--- config.mk ---
export PLATFORM = sky130hd
export DESIGN_NAME = bus_keeper_bank
export DESIGN_NICKNAME = d
export VERILOG_FILES = /design/src/rtl/bus_keeper_bank.sv
export SDC_FILE = /design/constraint.sdc
export NUM_CORES = 1
export LEC_CHECK = 0
export ABC_AREA = 1
export ABC_CLOCK_PERIOD_IN_PS = 800
export BUFFER_PORTS_ARGS = -buffer_cell sky130_fd_sc_hd__clkbuf_2
export CAP_MARGIN = 5
export CORE_MARGIN = 4
export CORE_UTILIZATION = 25
export CTS_CLUSTER_SIZE = 14
export DETAILED_ROUTE_END_ITERATION = 6
export GPL_TIMING_DRIVEN = 1
export SYNTH_ARGS = -nofsm -noshare
export SYNTH_HDL_FRONTEND = slang
export SYNTH_SLANG_ARGS = --single-unit
--- constraint.sdc ---
create_clock -name CLK -period 0.8 [get_ports CLK]
set_input_delay 0.12 -clock CLK [delete_from_list [all_inputs] [get_ports CLK]]
set_output_delay 0.12 -clock CLK [all_outputs]
set_load 0.01 [all_outputs]
--- src/rtl/bus_keeper_bank.sv ---
// Multi-source bus keeper: wired-AND resolution, contention flagging and a held bus value.
// Define BUS_KEEPER_DECAY_EN to build the idle counter that relaxes an undriven bus to DECAY_VAL.
module bus_keeper_bank #(
   parameter int              WIDTH        = 8,
   parameter int              NUM_SRC      = 2,
   parameter int              DECAY_CYCLES = 16,
   parameter logic [WIDTH-1:0] DECAY_VAL    = {WIDTH{1'b1}}
) (
   input  logic                     CLK,
   input  logic                     RESET,
   input  logic [NUM_SRC-1:0]       SRC_OE,
   input  logic [NUM_SRC*WIDTH-1:0] SRC_D,
   input  logic                     CONFLICT_CLR,
   output logic [WIDTH-1:0]         Q,
   output logic                     DRIVEN,
   output logic                     DECAYED,
   output logic                     CONFLICT,
   output logic                     CONFLICT_STICKY
);

   // Valid/ready does not apply here: every source drives when its SRC_OE bit is
   // high and receivers sample Q whenever they like; Q is valid at all times.

   typedef enum logic [1:0] {
      ST_HLD = 2'd0,
      ST_DRV = 2'd1,
      ST_DCY = 2'd2
   } state_t;

   logic [WIDTH-1:0] resolved;
   logic             any_oe;
   logic             multi_oe;

   logic [WIDTH-1:0] s_q, s_d;
   state_t           state_q, state_d;
   logic             sticky_q, sticky_d;

   // Only enabled sources enter the AND, so a floating SRC_D bit is never sampled.
   always_comb begin
      resolved = '1;
      any_oe   = 1'b0;
      multi_oe = 1'b0;
      for (int i = 0; i < NUM_SRC; i++) begin
         if (SRC_OE[i]) begin
            multi_oe = multi_oe | any_oe;
            any_oe   = 1'b1;
            resolved = resolved & SRC_D[i*WIDTH +: WIDTH];
         end
      end
   end

   assign DRIVEN   = any_oe;
   assign CONFLICT = (NUM_SRC > 1) ? multi_oe : 1'b0;
   assign Q        = any_oe ? resolved : s_q;

`ifdef BUS_KEEPER_DECAY_EN
   localparam int              CNT_W    = $clog2(DECAY_CYCLES + 1);
   localparam logic [CNT_W-1:0] CNT_MAX  = CNT_W'(DECAY_CYCLES);
   localparam logic [CNT_W-1:0] CNT_LAST = CNT_W'(DECAY_CYCLES - 1);

   logic [CNT_W-1:0] cnt_q, cnt_d;

   always_comb begin
      s_d     = s_q;
      state_d = state_q;
      cnt_d   = cnt_q;
      if (any_oe) begin
         s_d     = resolved;
         state_d = ST_DRV;
         cnt_d   = '0;
      end else if (cnt_q < CNT_MAX) begin
         cnt_d = cnt_q + CNT_W'(1);
         if (cnt_q == CNT_LAST) begin
            s_d     = DECAY_VAL;
            state_d = ST_DCY;
         end else begin
            state_d = ST_HLD;
         end
      end
   end

   always_ff @(posedge CLK or posedge RESET) begin
      if (RESET) begin
         cnt_q <= '0;
      end else begin
         cnt_q <= cnt_d;
      end
   end

   assign DECAYED = (state_q == ST_DCY);
`else
   always_comb begin
      s_d     = s_q;
      state_d = ST_HLD;
      if (any_oe) begin
         s_d     = resolved;
         state_d = ST_DRV;
      end
   end

   assign DECAYED = 1'b0;
`endif

   // Set dominates clear so a contention on the clearing edge is never lost.
   always_comb begin
      sticky_d = sticky_q;
      if (CONFLICT) begin
         sticky_d = 1'b1;
      end else if (CONFLICT_CLR) begin
         sticky_d = 1'b0;
      end
   end

   always_ff @(posedge CLK or posedge RESET) begin
      if (RESET) begin
         s_q      <= '0;
         state_q  <= ST_HLD;
         sticky_q <= 1'b0;
      end else begin
         s_q      <= s_d;
         state_q  <= state_d;
         sticky_q <= sticky_d;
      end
   end

   assign CONFLICT_STICKY = (NUM_SRC > 1) ? sticky_q : 1'b0;

endmodule

==> metrics.txt, run 1 <==
status=finished with violations; failing checks=setup timing; Core ar.=~2000 um2; Logic pwr share=between 20 and 30%; top cell type's share of synthesized area=between 30% and 40%; die area=around 3000 um2; mapped cell area=approximately 560 um2; Seq/Total Area, Yosys=between 30% and 40%; DRT Wirelength=between 1000 and 1500 um; antenna-violating nets left=0; CTS tree=built; clock share of power=between 30% and 40%; WS Path Type=register to output pin; CP Launch Type=register; Net Switching=340 uW; root buffer cell=clkbuf_4; ANT cells=0; wire length of the first global-routing pass=2010 um; leak pwr=~0.00048 uW; Synth area leader=dfrtp_1; row cnt=16; CP cell instances=nor2_2 -> nor2_2 -> clkbuf_2; Worst Hold Class=primary input to register; Placed Cells=about 130; Max Slew Vio Count=0; met3 WL=roughly 160 um; clk_lat worst skew=about 0.25 ns; Initial DRT Pass Iterations=3; Worst Hold Depth=2; Synth Register Bits=9; Slowest Stage Delay on Critical Path=roughly 0.38 ns; sw frac=29.3%; Synth Instances=a little under 80; setup ws final=-0.244 ns; peak supply drop=514 uV; via count=500; top routing layer in use=met4; Post-Layout Cell Count=138; Pint=just over 800 uW; Max Fclk=roughly 960 MHz; Routability Congestion=approximately 0.76; starting density of the core=approximately 28%; Max Root-Sink Buffers=2; share of power burned in registers=between 40% and 50%; Synth cell types=11; most frequent CP cell=nor2_2; # H-tree levels=1; drt drc=0; Total GRT Usage=8.44%; Die X=55.5 um; RSZ-0062 raised after global routing=yes; placed cell areas=~720 um2; Syn. warnings=0; grt total ovfl=0; syn_area_per_cell=between 7 and 8 um2; met1 wire length=547 um; port bufs=31; Power, Total=between 1000 and 1500 uW; worst-path maximum fanout=2; max-cap violations=0; routed vias/inst=around 3.6; cts bufs inserted=3; Clock transition at path regs=around 0.060 ns; area delta synth->final=36.8%; arrival time at the worst endpoint=roughly 0.92 ns; slowest cell on the critical path=dfrtp_1; Final Setup Violations=9; dpl hpwl=1010 um; final net count=between 100 and 150; syn_nets=98; skew final=0 ns; 1st-iter DRT viols=7; cell family with most CP delay=flip-flops; Buf/Inv on CP=1; die height=~56 um; largest net degree at the start of global routing=11; layout cells sized above 1=a little under 50%; depth of the most critical reg-to-reg path=3; Hold Vio Cnt, Final=0; Final period util=130%; Design Area, Final=around 770 um2; initial antenna violation count=0; met2 WL=487 um; DR WL/cell=8.70 um; vias in the first global route=between 400 and 500; worst path required time=slightly below 0.7 ns; clock sink count=9; Tmin final=1.04 ns; I/O Pins=33; PwrDens=roughly 1500 nW/um2; crit path capture type=output pin; dominant cells by area after synthesis=dfrtp_1 (40%), nor2_2 (18%), nand2_1 (17%); Crit path depth=3
[state kept, by name (all words and copies together), names as in the netlist]
signal / flops
s_q: 8
CONFLICT_STICKY: 1
[synthesized netlist by cell type (all sizes together)]
cell	count
o21ai	1
nand2	26
dfrtp	9
inv	21
conb	1
buf	3
nor2	16
[cells in the final DEF (no fill, tap or decap)]
cell	n
inv_1	19
clkbuf_2	29
inv_6	1
nor2_2	16
dlygate4sd3_1	1
buf_4	1
nand2_8	1
conb_1	1
nand2_1	25
inv_4	1
o21ai_0	1
clkbuf_4	5
clkbuf_1	1
dfrtp_1	9
[path summary, 6_finish.rpt]
kind                                   end  slack (ns)    startpoint
setup / recovery                      Q[6]       -0.24        s_q[6]
hold reg to reg                     s_q[2]        0.50        s_q[2]
hold / removal             CONFLICT_STICKY        0.05  CONFLICT_CLR
max in group asynchronous           s_q[3]        0.20         RESET
min in group asynchronous           s_q[1]        0.34         RESET
setup reg to reg                    s_q[0]        0.06        s_q[0]
[power by group through the flow]
stage          clock [uW]  sequential (uW)  combinational [uW]
2_1_floorplan           0              525                 184
3_3_place_gp            0              526                 284
3_5_place_dp            0              524                 290
4_1_cts               367              516                 301
5_1_grt               385              520                 332
6_report              348              517                 296
[what timing repair did]
action,in CTS,in global routing
resized for setup,0,4
endpoints found under the setup margin,9,11
hold buffers,1,0
pin swaps,9,1
hold endpoints to repair,9,0
setup buffers,1,0
gates cloned,0,0
[cell families after synthesis]
kind of cell | Yosys count | synth area share (%)
AND/OR/NAND/NOR | 42 | 37.9
buffers and inverters | 24 | 20.6
flip-flops | 9 | 39.9
AO/OA/AOI/OAI | 1 | 0.886
other | 1 | 0.665
[final cells by class]
cell class	count	area, um2
repair buffers	33	178
well taps	27	33.8
clock buffers	4	26.3
inverters	21	86.3
fillers	230	1270
flip-flops and latches	9	225
multi-input cells	44	223
[through the flow]
step	TNS, ns	hold slack [ns]	util (%)	setup slack, ns
2_1_floorplan	0	-0.0521	-	0.130
3_3_place_gp	-0.897	0.0786	35.4	-0.130
3_5_place_dp	-1.10	0.0864	35.4	-0.161
4_1_cts	-1.89	0.0431	37.6	-0.233
5_1_grt	-2.20	0.0480	37.8	-0.268
6_report	-1.78	0.0494	37.8	-0.244
[per-layer routing]
| layer | track usage, % | up-vias |
|---|---|---|
| li1 | - | 280 |
| met1 | 9.59 | 193 |
| met2 | 12.0 | 25 |
| met3 | 4.90 | 2 |
| met4 | 5.21 | 0 |
| met5 | 0 | - |
Power figures use the tool's default switching activity.
==> run 2, diff against run 1 <==
Settings changed: ABC_AREA 1 to 0.
==> metrics.txt, run 2 <==
mapped cell area=between 500 and 600 um2; DR WL/cell=11.7 um; syn_nets=73; slowest cell on the critical path=dfrtp_1; Final Setup Violations=16; Max Fclk=858 MHz; Tmin final=roughly 1.2 ns; failing checks=setup timing; I/O Pins=33; Routability Congestion=a little under 0.6; via count=537; Synth Area in XOR/XNOR=0%; row cnt=16; cell family with most CP delay=flip-flops; max FFs per register=8; skew final=0 ns; Max Slew Vio Count=0; ys flop type=dfrtp_1; setup ws final=-0.366 ns; port bufs=31; max-cap violations=0; starting density of the core=26.9%; number of synthesized flops with an enable pin=0; RSZ-0062 raised after global routing=yes; Fillers=roughly 180; leak pwr=between 0.0005 and 0.0006 uW; crit path capture type=output pin; Worst Hold Class=primary input to register; die area=between 2000 and 3000 um2; worst-path maximum fanout=2; clock sink count=9; Synth Instances=52; PwrDens=about 1300 nW/um2; layout cells sized above 1=69.8%; commonest non-fill, non-tap cell in the layout=clkbuf_2; area delta synth->final=104%; count leader, synth=inv_1; arrival time at the worst endpoint=~1.1 ns; Final period util=146%; clk_lat worst skew=around 0.25 ns; grt total ovfl=0; drt drc=0; Syn. warnings=0; Seq/Total Area, Yosys=between 40 and 50%; Die X=54.7 um; Total GRT Usage=a little under an eighth; largest family of logic cells by synthesized area=buffers and inverters; Synth Register Bits=9; Synth area leader=dfrtp_1; CP Launch Type=register; Buf/Inv on CP=1; vias in the first global route=between 500 and 600; mux share of post-synthesis cell area=0%; Max Root-Sink Buffers=2; die height=54.7 um; CTS tree=built; 1st-iter DRT viols=2; top cell type's share of synthesized area=41.4%; antenna-violating nets left=0; worst path required time=0.68 ns; WS Path Type=register to output pin; root buffer cell=clkbuf_4; final net count=~130; cts bufs inserted=3; Clock transition at path regs=0.06 ns; Slowest Stage Delay on Critical Path=between 0.3 and 0.4 ns; wire length of the first global-routing pass=2420 um; status=finished with violations; dominant cells by area after synthesis=dfrtp_1 (41%), a221oi_2 (22%), inv_1 (12%); commonest non-fill, non-tap cells in the layout=clkbuf_2 (20), buf_4 (19), inv_1 (18), dfrtp_1 (9), buf_2 (9); post-synthesis compound-gate area fraction=23.4%; # H-tree levels=1; largest net degree at the start of global routing=14; routed vias/inst=between 4 and 5; ANT cells=0; worst slack at placement=-0.362 ns; commonest cells in the synthesized netlist=inv_1 (18), dfrtp_1 (9), a221oi_2 (8), nor3_1 (7), buf_6 (3); Initial DRT Pass Iterations=2; Core ar.=2020 um2; initial antenna violation count=0; CP cell instances=nor3_4 -> a221oi_4 -> buf_2; Power, Total=~1400 uW; syn_area_per_cell=10.5 um2; peak supply drop=between 700 and 800 uV; DRT Wirelength=about 1600 um; setup TNS=-3.04 ns; Post-Synth Adder-Cell Area=0%; Hold Vio Cnt, Final=0; Synth cell types=12; Simple-Gate Fraction of Synth Area=10.8%; most flop-heavy register=s_q; dpl hpwl=approximately 1100 um; asr flop ratio synth=100%
[run 2: power breakdown]
group / switching, uW / internal [uW] / total (uW) / leakage [uW]
Sequential: 26.6 / 498 / 525 / 0.000106
Clock: 157 / 192 / 349 / 0.0000150
Combinational: 224 / 292 / 516 / 0.000464
Total: 408 / 982 / 1390 / 0.000585
[run 2: layout make-up]
cell class / count / area [um2] / share of cell area, %
well taps: 27 / 33.8 / 3.05
multi-input cells: 20 / 348 / 31.4
inverters: 18 / 67.6 / 6.09
repair buffers: 55 / 408 / 36.8
clock buffers: 4 / 26.3 / 2.37
flip-flops and latches: 9 / 225 / 20.3
[run 2: worst min-delay path, cell delays in order]
cell	delay, ns
clkbuf_2	0.08
inv_1	0.04
a21o_1	0.10
[run 2: per-stage QoR]
step,utilization (%),hold WS [ns],instance area (um2),cells
3_3_place_gp,44.2,0.0918,893,120
6_report,54.8,0.112,1110,133
4_1_cts,51.9,0.111,1050,128
3_5_place_dp,44.2,0.0873,893,120
5_1_grt,54.8,0.111,1110,133
2_1_floorplan,-,-0.0521,653,52
[run 2: path summary, 6_finish.rpt]
kind,start,endpoint,slack (ns),cells past startpoint
worst max-delay path,s_q[6],Q[6],-0.37,3
worst min-delay path,CONFLICT_CLR,CONFLICT_STICKY,0.11,3
worst max register to register,s_q[6],s_q[6],-0.04,3
worst min register to register,CONFLICT_STICKY,CONFLICT_STICKY,0.48,1
max in group asynchronous,RESET,CONFLICT_STICKY,0.18,3
min in group asynchronous,RESET,s_q[0],0.36,3
[run 2: repair_timing]
action / CTS / global route
pin swaps: 0 / 1
cloned: 1 / 1
endpoints found under the hold margin: 9 / 0
buffers inserted: 7 / 4
setup endpoints to repair: 18 / 17
resized for setup: 17 / 12
hold buffers: 1 / 0
[run 2: kinds of logic (layout without fill, tap and decap cells)]
group                  after synthesis  after routing
buffers and inverters               23             77
and+or+nand+nor                     10             10
AOI/OAI and AO/OA                    9              9
DFF                                  9              9
other                                1              1
[run 2: layer usage]
layer	vias to the layer above	routed length, um	GRT usage (%)
met1	243	584	12.7
li1	274	-	-
met5	-	0	0
met2	20	846	21.9
met4	0	0	3.73
met3	0	129	2.72
